===== config.mk =====
export PLATFORM = sky130hd
export DESIGN_NAME = mcmc_proposal_unit_flat
export DESIGN_NICKNAME = d
export VERILOG_FILES = /design/src/rtl/mcmc_proposal_unit_if.sv /design/src/rtl/mcmc_proposal_unit.sv /design/src/flat_wrapper.sv
export SDC_FILE = /design/constraint.sdc
export NUM_CORES = 1
export LEC_CHECK = 0
export ABC_CLOCK_PERIOD_IN_PS = 2700
export BUFFER_PORTS_ARGS = -buffer_cell sky130_fd_sc_hd__buf_4
export CELL_PAD_IN_SITES_DETAIL_PLACEMENT = 1
export CELL_PAD_IN_SITES_GLOBAL_PLACEMENT = 1
export CORE_UTILIZATION = 38
export CTS_BUF_LIST = sky130_fd_sc_hd__clkbuf_16
export DETAILED_ROUTE_END_ITERATION = 16
export GPL_TIMING_DRIVEN = 0
export PLACE_DENSITY_LB_ADDON = 0.1
export SYNTH_ARGS = -nofsm -noshare
export SYNTH_HDL_FRONTEND = slang
export SYNTH_SLANG_ARGS = --single-unit

===== constraint.sdc =====
create_clock -name in_clock -period 2.7 [get_ports in_clock]
set_input_delay 0.405 -clock in_clock [delete_from_list [all_inputs] [get_ports in_clock]]
set_output_delay 0.405 -clock in_clock [all_outputs]
set_load 0.02 [all_outputs]

===== src/rtl/mcmc_proposal_unit_if.sv =====
// rtl/mcmc_proposal_unit_if.sv - control, random-source and proposal/decision signals of the proposal stage
interface mcmc_proposal_unit_if #(
  parameter int NUM_VARS = 4,
  parameter int WIDTH    = 8
);
  localparam int IDXW = (NUM_VARS > 1) ? $clog2(NUM_VARS) : 1;

  logic             in_start;
  logic             in_load;
  logic [IDXW-1:0]  in_load_idx;
  logic [WIDTH-1:0] in_load_value;
  logic             out_rand_enable;
  logic [7:0]       out_rand_min;
  logic [7:0]       out_rand_max;
  logic [7:0]       in_random;
  logic             out_prop_valid;
  logic             in_prop_ready;
  logic [IDXW-1:0]  out_prop_idx;
  logic [WIDTH-1:0] out_prop_value;
  logic [WIDTH-1:0] out_prop_old;
  logic             in_decision_valid;
  logic             in_accept;
  logic             out_busy;
  logic [15:0]      out_accept_count;

  modport slave (
    input  in_start, in_load, in_load_idx, in_load_value, in_random,
           in_prop_ready, in_decision_valid, in_accept,
    output out_rand_enable, out_rand_min, out_rand_max, out_prop_valid,
           out_prop_idx, out_prop_value, out_prop_old, out_busy, out_accept_count
  );

  modport master (
    output in_start, in_load, in_load_idx, in_load_value, in_random,
           in_prop_ready, in_decision_valid, in_accept,
    input  out_rand_enable, out_rand_min, out_rand_max, out_prop_valid,
           out_prop_idx, out_prop_value, out_prop_old, out_busy, out_accept_count
  );
endinterface


===== src/rtl/mcmc_proposal_unit.sv =====
// rtl/mcmc_proposal_unit.sv - MCMC proposal stage: random step on a round-robin variable, bound, offer, commit/discard
// PROPOSAL_REFLECT_EN selects reflection at the bounds instead of saturation.
module mcmc_proposal_unit #(
  parameter int NUM_VARS = 4,
  parameter int WIDTH    = 8,
  parameter int STEP     = 3,
  parameter int VAR_MIN  = -64,
  parameter int VAR_MAX  = 63
) (
  input logic in_clock,
  input logic in_reset,
  mcmc_proposal_unit_if.slave bus
);
  localparam int IDXW = (NUM_VARS > 1) ? $clog2(NUM_VARS) : 1;
  // Headroom for var+delta and for the doubled bound used by reflection
  localparam int SW = ((WIDTH > 8) ? WIDTH : 8) + 3;
  localparam logic signed [SW-1:0] LO = SW'(VAR_MIN);
  localparam logic signed [SW-1:0] HI = SW'(VAR_MAX);
  localparam logic [IDXW-1:0] LAST_IDX = IDXW'(NUM_VARS - 1);

  typedef enum logic [2:0] {IDLE, REQ, CAPTURE, PROPOSE, DECIDE} state_t;

  state_t                  state;
  logic signed [WIDTH-1:0] vars [NUM_VARS];
  logic [IDXW-1:0]         idx;
  logic [15:0]             accept_count;
  logic signed [SW-1:0]    cur_ext;
  logic signed [SW-1:0]    delta_ext;
  logic signed [SW-1:0]    load_ext;

  function automatic logic signed [WIDTH-1:0] saturate(input logic signed [SW-1:0] v);
    if (v > HI) return HI[WIDTH-1:0];
    if (v < LO) return LO[WIDTH-1:0];
    return v[WIDTH-1:0];
  endfunction

  function automatic logic signed [WIDTH-1:0] bound_sum(input logic signed [SW-1:0] s);
    logic signed [SW-1:0] r;
    r = s;
`ifdef PROPOSAL_REFLECT_EN
    if (s > HI)      r = (HI <<< 1) - s;
    else if (s < LO) r = (LO <<< 1) - s;
`endif
    return saturate(r);
  endfunction

  assign cur_ext   = SW'(vars[idx]);
  assign delta_ext = SW'($signed(bus.in_random));
  assign load_ext  = SW'($signed(bus.in_load_value));

  assign bus.out_rand_min     = 8'(-STEP);
  assign bus.out_rand_max     = 8'(STEP);
  assign bus.out_accept_count = accept_count;

  always_ff @(posedge in_clock) begin
    if (in_reset) begin
      state               <= IDLE;
      idx                 <= '0;
      accept_count        <= '0;
      for (int i = 0; i < NUM_VARS; i++) vars[i] <= '0;
      bus.out_rand_enable <= 1'b0;
      bus.out_prop_valid  <= 1'b0;
      bus.out_busy        <= 1'b0;
      bus.out_prop_idx    <= '0;
      bus.out_prop_value  <= '0;
      bus.out_prop_old    <= '0;
    end else begin
      case (state)
        IDLE: begin
          if (bus.in_load) vars[bus.in_load_idx] <= saturate(load_ext);
          if (bus.in_start) begin
            state               <= REQ;
            bus.out_rand_enable <= 1'b1;
            bus.out_busy        <= 1'b1;
          end
        end
        REQ: begin
          bus.out_rand_enable <= 1'b0;
          state               <= CAPTURE;
        end
        CAPTURE: begin
          bus.out_prop_value <= bound_sum(cur_ext + delta_ext);
          bus.out_prop_old   <= vars[idx];
          bus.out_prop_idx   <= idx;
          bus.out_prop_valid <= 1'b1;
          state              <= PROPOSE;
        end
        PROPOSE: begin
          if (bus.in_prop_ready) begin
            bus.out_prop_valid <= 1'b0;
            state              <= DECIDE;
          end
        end
        DECIDE: begin
          if (bus.in_decision_valid) begin
            if (bus.in_accept) begin
              vars[idx] <= bus.out_prop_value;
              if (accept_count != 16'hFFFF) accept_count <= accept_count + 16'd1;
            end
            idx          <= (idx == LAST_IDX) ? '0 : idx + 1'b1;
            bus.out_busy <= 1'b0;
            state        <= IDLE;
          end
        end
        default: state <= IDLE;
      endcase
    end
  end
endmodule


===== src/flat_wrapper.sv =====
// flat-port wrapper written by rule: the top's interface ports become plain ports
module mcmc_proposal_unit_flat 
#(
  parameter int NUM_VARS = 4,
  parameter int WIDTH    = 8,
  parameter int STEP     = 3,
  parameter int VAR_MIN  = -64,
  parameter int VAR_MAX  = 63
)
  (in_clock, in_reset, bus_in_start, bus_in_load, bus_in_load_idx, bus_in_load_value, bus_in_random, bus_in_prop_ready, bus_in_decision_valid, bus_in_accept, bus_out_rand_enable, bus_out_rand_min, bus_out_rand_max, bus_out_prop_valid, bus_out_prop_idx, bus_out_prop_value, bus_out_prop_old, bus_out_busy, bus_out_accept_count);
  mcmc_proposal_unit_if #(.NUM_VARS(NUM_VARS), .WIDTH(WIDTH)) bus_i ();
  input logic in_clock;
  input logic in_reset;
  input wire logic [$bits(bus_i.in_start)-1:0] bus_in_start;
  input wire logic [$bits(bus_i.in_load)-1:0] bus_in_load;
  input wire logic [$bits(bus_i.in_load_idx)-1:0] bus_in_load_idx;
  input wire logic [$bits(bus_i.in_load_value)-1:0] bus_in_load_value;
  input wire logic [$bits(bus_i.in_random)-1:0] bus_in_random;
  input wire logic [$bits(bus_i.in_prop_ready)-1:0] bus_in_prop_ready;
  input wire logic [$bits(bus_i.in_decision_valid)-1:0] bus_in_decision_valid;
  input wire logic [$bits(bus_i.in_accept)-1:0] bus_in_accept;
  output wire logic [$bits(bus_i.out_rand_enable)-1:0] bus_out_rand_enable;
  output wire logic [$bits(bus_i.out_rand_min)-1:0] bus_out_rand_min;
  output wire logic [$bits(bus_i.out_rand_max)-1:0] bus_out_rand_max;
  output wire logic [$bits(bus_i.out_prop_valid)-1:0] bus_out_prop_valid;
  output wire logic [$bits(bus_i.out_prop_idx)-1:0] bus_out_prop_idx;
  output wire logic [$bits(bus_i.out_prop_value)-1:0] bus_out_prop_value;
  output wire logic [$bits(bus_i.out_prop_old)-1:0] bus_out_prop_old;
  output wire logic [$bits(bus_i.out_busy)-1:0] bus_out_busy;
  output wire logic [$bits(bus_i.out_accept_count)-1:0] bus_out_accept_count;
  assign bus_i.in_start = bus_in_start;
  assign bus_i.in_load = bus_in_load;
  assign bus_i.in_load_idx = bus_in_load_idx;
  assign bus_i.in_load_value = bus_in_load_value;
  assign bus_i.in_random = bus_in_random;
  assign bus_i.in_prop_ready = bus_in_prop_ready;
  assign bus_i.in_decision_valid = bus_in_decision_valid;
  assign bus_i.in_accept = bus_in_accept;
  assign bus_out_rand_enable = bus_i.out_rand_enable;
  assign bus_out_rand_min = bus_i.out_rand_min;
  assign bus_out_rand_max = bus_i.out_rand_max;
  assign bus_out_prop_valid = bus_i.out_prop_valid;
  assign bus_out_prop_idx = bus_i.out_prop_idx;
  assign bus_out_prop_value = bus_i.out_prop_value;
  assign bus_out_prop_old = bus_i.out_prop_old;
  assign bus_out_busy = bus_i.out_busy;
  assign bus_out_accept_count = bus_i.out_accept_count;
  mcmc_proposal_unit #(.NUM_VARS(NUM_VARS), .WIDTH(WIDTH), .STEP(STEP), .VAR_MIN(VAR_MIN), .VAR_MAX(VAR_MAX)) u_core (.in_clock(in_clock), .in_reset(in_reset), .bus(bus_i));
endmodule

==> impl_summary.md <==
Status
The flow ran to the end, but the final reports show violations. The final reports fail on setup timing.

Routing
The detailed-route wire length is 9.58 mm. The overall via count from detail_route is 3,018. In this run, the number of DRC markers left after iteration 0 of detailed routing was 84. The detail route stage leaves a number of antenna-violating nets equal to 0. The average vias per placed instance is 4.90. Before antenna repair, the detailed router went through 4 iterations. The routed length per instance is 15.5 um. The number of DRC violations after detailed routing is 0.

Finish
The final net count is 514. The library cell used most frequently in the layout, excluding fill and tap cells, is sky130_fd_sc_hd__buf_4. From synthesis to final layout, the design area changed by 29.5%. The finished cells cover 4920 um^2.

The filler cells instantiated in the layout total 1,148. Of the cells placed in the final design, the portion with a size suffix greater than 1 is 27.3%. The number of antenna diodes in the final layout is 0. The final instance count without filler cells is 616.

The library cells used most frequently in the layout, excluding fill and tap cells, are sky130_fd_sc_hd__buf_4 (84), sky130_fd_sc_hd__nor2_1 (60), sky130_fd_sc_hd__a21oi_1 (42), sky130_fd_sc_hd__dfxtp_1 (42), sky130_fd_sc_hd__nand2_1 (38).

Clock tree
The clock tree synthesis step divided the H-tree into 3 levels. For the worst-skew pair, the clock arrives at the later sink with an insertion delay of 0.33 ns. Counting along the longest clock path gives a buffer depth of 2. The clock tree from TritonCTS is yes. The clock-pin slew on the worst setup and hold paths is 0.06 ns.

The tree is rooted in a sky130_fd_sc_hd__clkbuf_16. The clock drives 76 sinks. The number of buffers added to fix hold violations after cts is 0.

The number of CTS-inserted buffers is 9.

Hold path
In this run the worst hold path is classified as primary input to flip-flop. The worst hold path begins at bus_in_prop_ready.

Power
Summed over all cells, the static leakage comes to 0.00204 uW. VDD sags by at most 0.316 mV. For this design the ratio of total power to cell area is 591 nW/um^2.

Setup path
The cell with the largest stage delay on the worst path is sky130_fd_sc_hd__mux4_2. The data required time of the worst path is 2.90 ns. The maximum fanout along the worst path is 4. The largest single stage delay on the critical path is 0.55 ns. The number of buffers and inverters on the critical path is 1. STA classifies the critical path startpoint as a flip-flop. The critical path class is flip-flop to flip-flop.

The cell family contributing the most delay on the critical path is compound AO/OA/AOI/OAI gates. Data arrives at the worst endpoint at 3.04 ns. The signal on the critical path passes through buf_8 > mux4_2 > ha_4 > fa_2 > a21o_1 > a221oi_4 > o31ai_1 > o31ai_4 > a21oi_1. The capturing element type of the critical path is a flip-flop.

Synth
By area the synthesized netlist is led by sky130_fd_sc_hd__edfxtp_1 (25%), sky130_fd_sc_hd__dfxtp_1 (23%), sky130_fd_sc_hd__nor2_1 (6.1%). The synthesized instance count is 385. The leading area contributor after synthesis is sky130_fd_sc_hd__edfxtp_1. The number of synthesized flops with an enable pin is 32. The warning count from the yosys run is 0. After synthesis, the share of flip-flops with an asynchronous set or reset is 0%. Synthesis inferred 76 register bits. The per-instance average area after synthesis is 9.86 um^2.

In this run the cell area of the synthesized design comes to 3800 um^2. The netlist uses 55 different library cells. Among all flip-flop cells after synthesis, the most frequent one is sky130_fd_sc_hd__dfxtp_1.

The part of the Yosys area used for sequential elements is 48.5%. In this run the biggest area consumer among cell types represents 25.3% of the synthesized area.

Floorplanning
The total I/O pin count is 78. The die area is 10,400 um^2. The initial utilization of the core area, before any placement, comes to 39.0%.

The die width is 102 um. The floorplan step defined a core boundary enclosing 9730 um^2. Measured along the y axis, the die boundary spans 102 um. The floorplan has 36 rows.

Placement
Once placement completed, the tool counted placed cells totaling 592. The congestion estimate from routability-driven global placement came to 0.742. In this run the tool buffered the top-level ports with 60 buffer cells. The post-DP HPWL is 7.17 mm.

Once placement finished, the instance area stood at 4500 um^2.

Global route
Entering global routing, the biggest net connects 14 pins. The via count of the first global-routing pass was 2,936. The global-route wire length before repair is 14.7 mm. The combined global-route utilization of all metal layers is 19.1%. The initial antenna violation count was 0. The residual overflow from global routing is 0.

Timing
The count of pins over their slew limit was 0. For the pin with the worst max-slew slack, the measured transition is 0.990 ns. The number of hold-slack violations in the final timing report came to 0. Static timing analysis puts the maximum clock frequency at 352 MHz. The tightest hold path in the finished design has a slack of 0.290 ns.

The final worst setup slack is -0.140 ns. Setup repair after global routing could not meet its margin everywhere. After layout, the worst path uses 105% of the clock period. The remaining max-slew budget at the tightest pin is 34.0%. Clock skew on the completed layout was measured at 0.00892 ns. Setup violations remaining at the end of the flow were counted as 6. Subtracting the final worst setup slack from the clock period gives 2.84 ns.

Run
The number of maximum-capacitance violations is 0.
==> power breakdown <==
part / switching [uW] / internal [uW] / total [uW]
combinational: 253 / 176 / 429
clock: 463 / 726 / 1190
sequential: 31.7 / 1260 / 1290
total: 748 / 2160 / 2900
==> worst reg2reg max path, stage by stage (launching register included) <==
cell,delay [ns]
sky130_fd_sc_hd__dfxtp_2,0.33
sky130_fd_sc_hd__buf_8,0.12
sky130_fd_sc_hd__mux4_2,0.55
sky130_fd_sc_hd__ha_4,0.19
sky130_fd_sc_hd__fa_2,0.34
sky130_fd_sc_hd__a21o_1,0.23
sky130_fd_sc_hd__a221oi_4,0.32
sky130_fd_sc_hd__o31ai_1,0.20
sky130_fd_sc_hd__o31ai_4,0.37
sky130_fd_sc_hd__a21oi_1,0.07
==> cells by family after synthesis <==
family / after synthesis / share of synthesized area, %
AO/OA/AOI/OAI: 80 / 13.4
XOR/XNOR: 18 / 4.15
adder cells (fa/ha/maj): 11 / 3.82
buffers and inverters: 45 / 6.39
flip-flops: 76 / 48.5
multiplexers: 12 / 5.83
other: 2 / 0.198
AND/OR/NAND/NOR: 141 / 17.7
==> metrics by stage <==
stage	utilization, %	total power, uW	setup TNS [ns]	setup slack (ns)
after global placement	46.2	1710	-3.57	-0.500
final	50.6	2900	-0.692	-0.140
after floorplan	-	1580	-0.347	-0.0868
after detailed placement	46.2	1720	-4.56	-0.555
after CTS	50.5	2910	-0.645	-0.129
after global routing	50.6	3010	-1.71	-0.261
==> flip-flops by register name, summed over array words and instances (netlist names), named ones only <==
| signal | flops |
|---|---|
| u_core.bus.out_accept_count | 16 |
| u_core.bus.out_prop_valid | 1 |
| u_core.bus.out_prop_old | 8 |
| u_core.bus.out_prop_idx | 2 |
| u_core.state | 3 |
| u_core.bus.out_prop_value | 8 |
| u_core.bus.out_rand_enable | 1 |
| u_core.vars | 32 |
| u_core.idx | 2 |
| u_core.bus.out_busy | 1 |
==> metal layers <==
layer / vias to the layer above / share of wire [%] / global-route usage (%)
li1: 1517 / - / -
met1: 1436 / 45 / 23.7
met2: 58 / 51 / 33.7
met3: 7 / 3.8 / 3.56
met4: 0 / 0.93 / 5.27
met5: - / 0 / 0
==> cells in the mapped netlist (6+ instances only) <==
library cell / n
sky130_fd_sc_hd__xor2_1: 9
sky130_fd_sc_hd__ha_1: 10
sky130_fd_sc_hd__nand3_1: 11
sky130_fd_sc_hd__mux4_2: 8
sky130_fd_sc_hd__edfxtp_1: 32
sky130_fd_sc_hd__nand2_1: 38
sky130_fd_sc_hd__inv_1: 15
sky130_fd_sc_hd__xnor2_1: 9
sky130_fd_sc_hd__nor2_1: 62
sky130_fd_sc_hd__dfxtp_1: 44
sky130_fd_sc_hd__buf_4: 16
sky130_fd_sc_hd__a21oi_1: 45
sky130_fd_sc_hd__nor3_1: 6
==> final timing paths <==
kind | cells after the start | endpoint | slack (ns)
worst min-delay path | 2 | u_core.state[1] | 0.29
worst max register to register | 9 | u_core.bus.out_prop_value[5] | -0.14
worst min register to register | 2 | u_core.bus.out_prop_old[4] | 0.46
worst max-delay path | 9 | u_core.bus.out_prop_value[5] | -0.14
==> timing repair <==
item | CTS | global route
pin swaps | 8 | 0
buffers inserted | 9 | 0
setup endpoints to repair | 16 | 8
endpoints found under the hold margin | 0 | 0
gates resized for setup | 6 | 3
==> final cells by class <==
class / instances / area [um^2] / share of cell area [%]
multi-input cells: 278 / 1830 / 37.2
repair buffers: 69 / 531 / 10.8
flip-flops and latches: 76 / 1840 / 37.5
plain buffers: 28 / 189 / 3.84
clock inverters: 5 / 23.8 / 0.483
inverters: 16 / 60.1 / 1.22
clock buffers: 11 / 275 / 5.60
well taps: 133 / 166 / 3.38
Note: power is estimated with default switching activity, not from simulation.
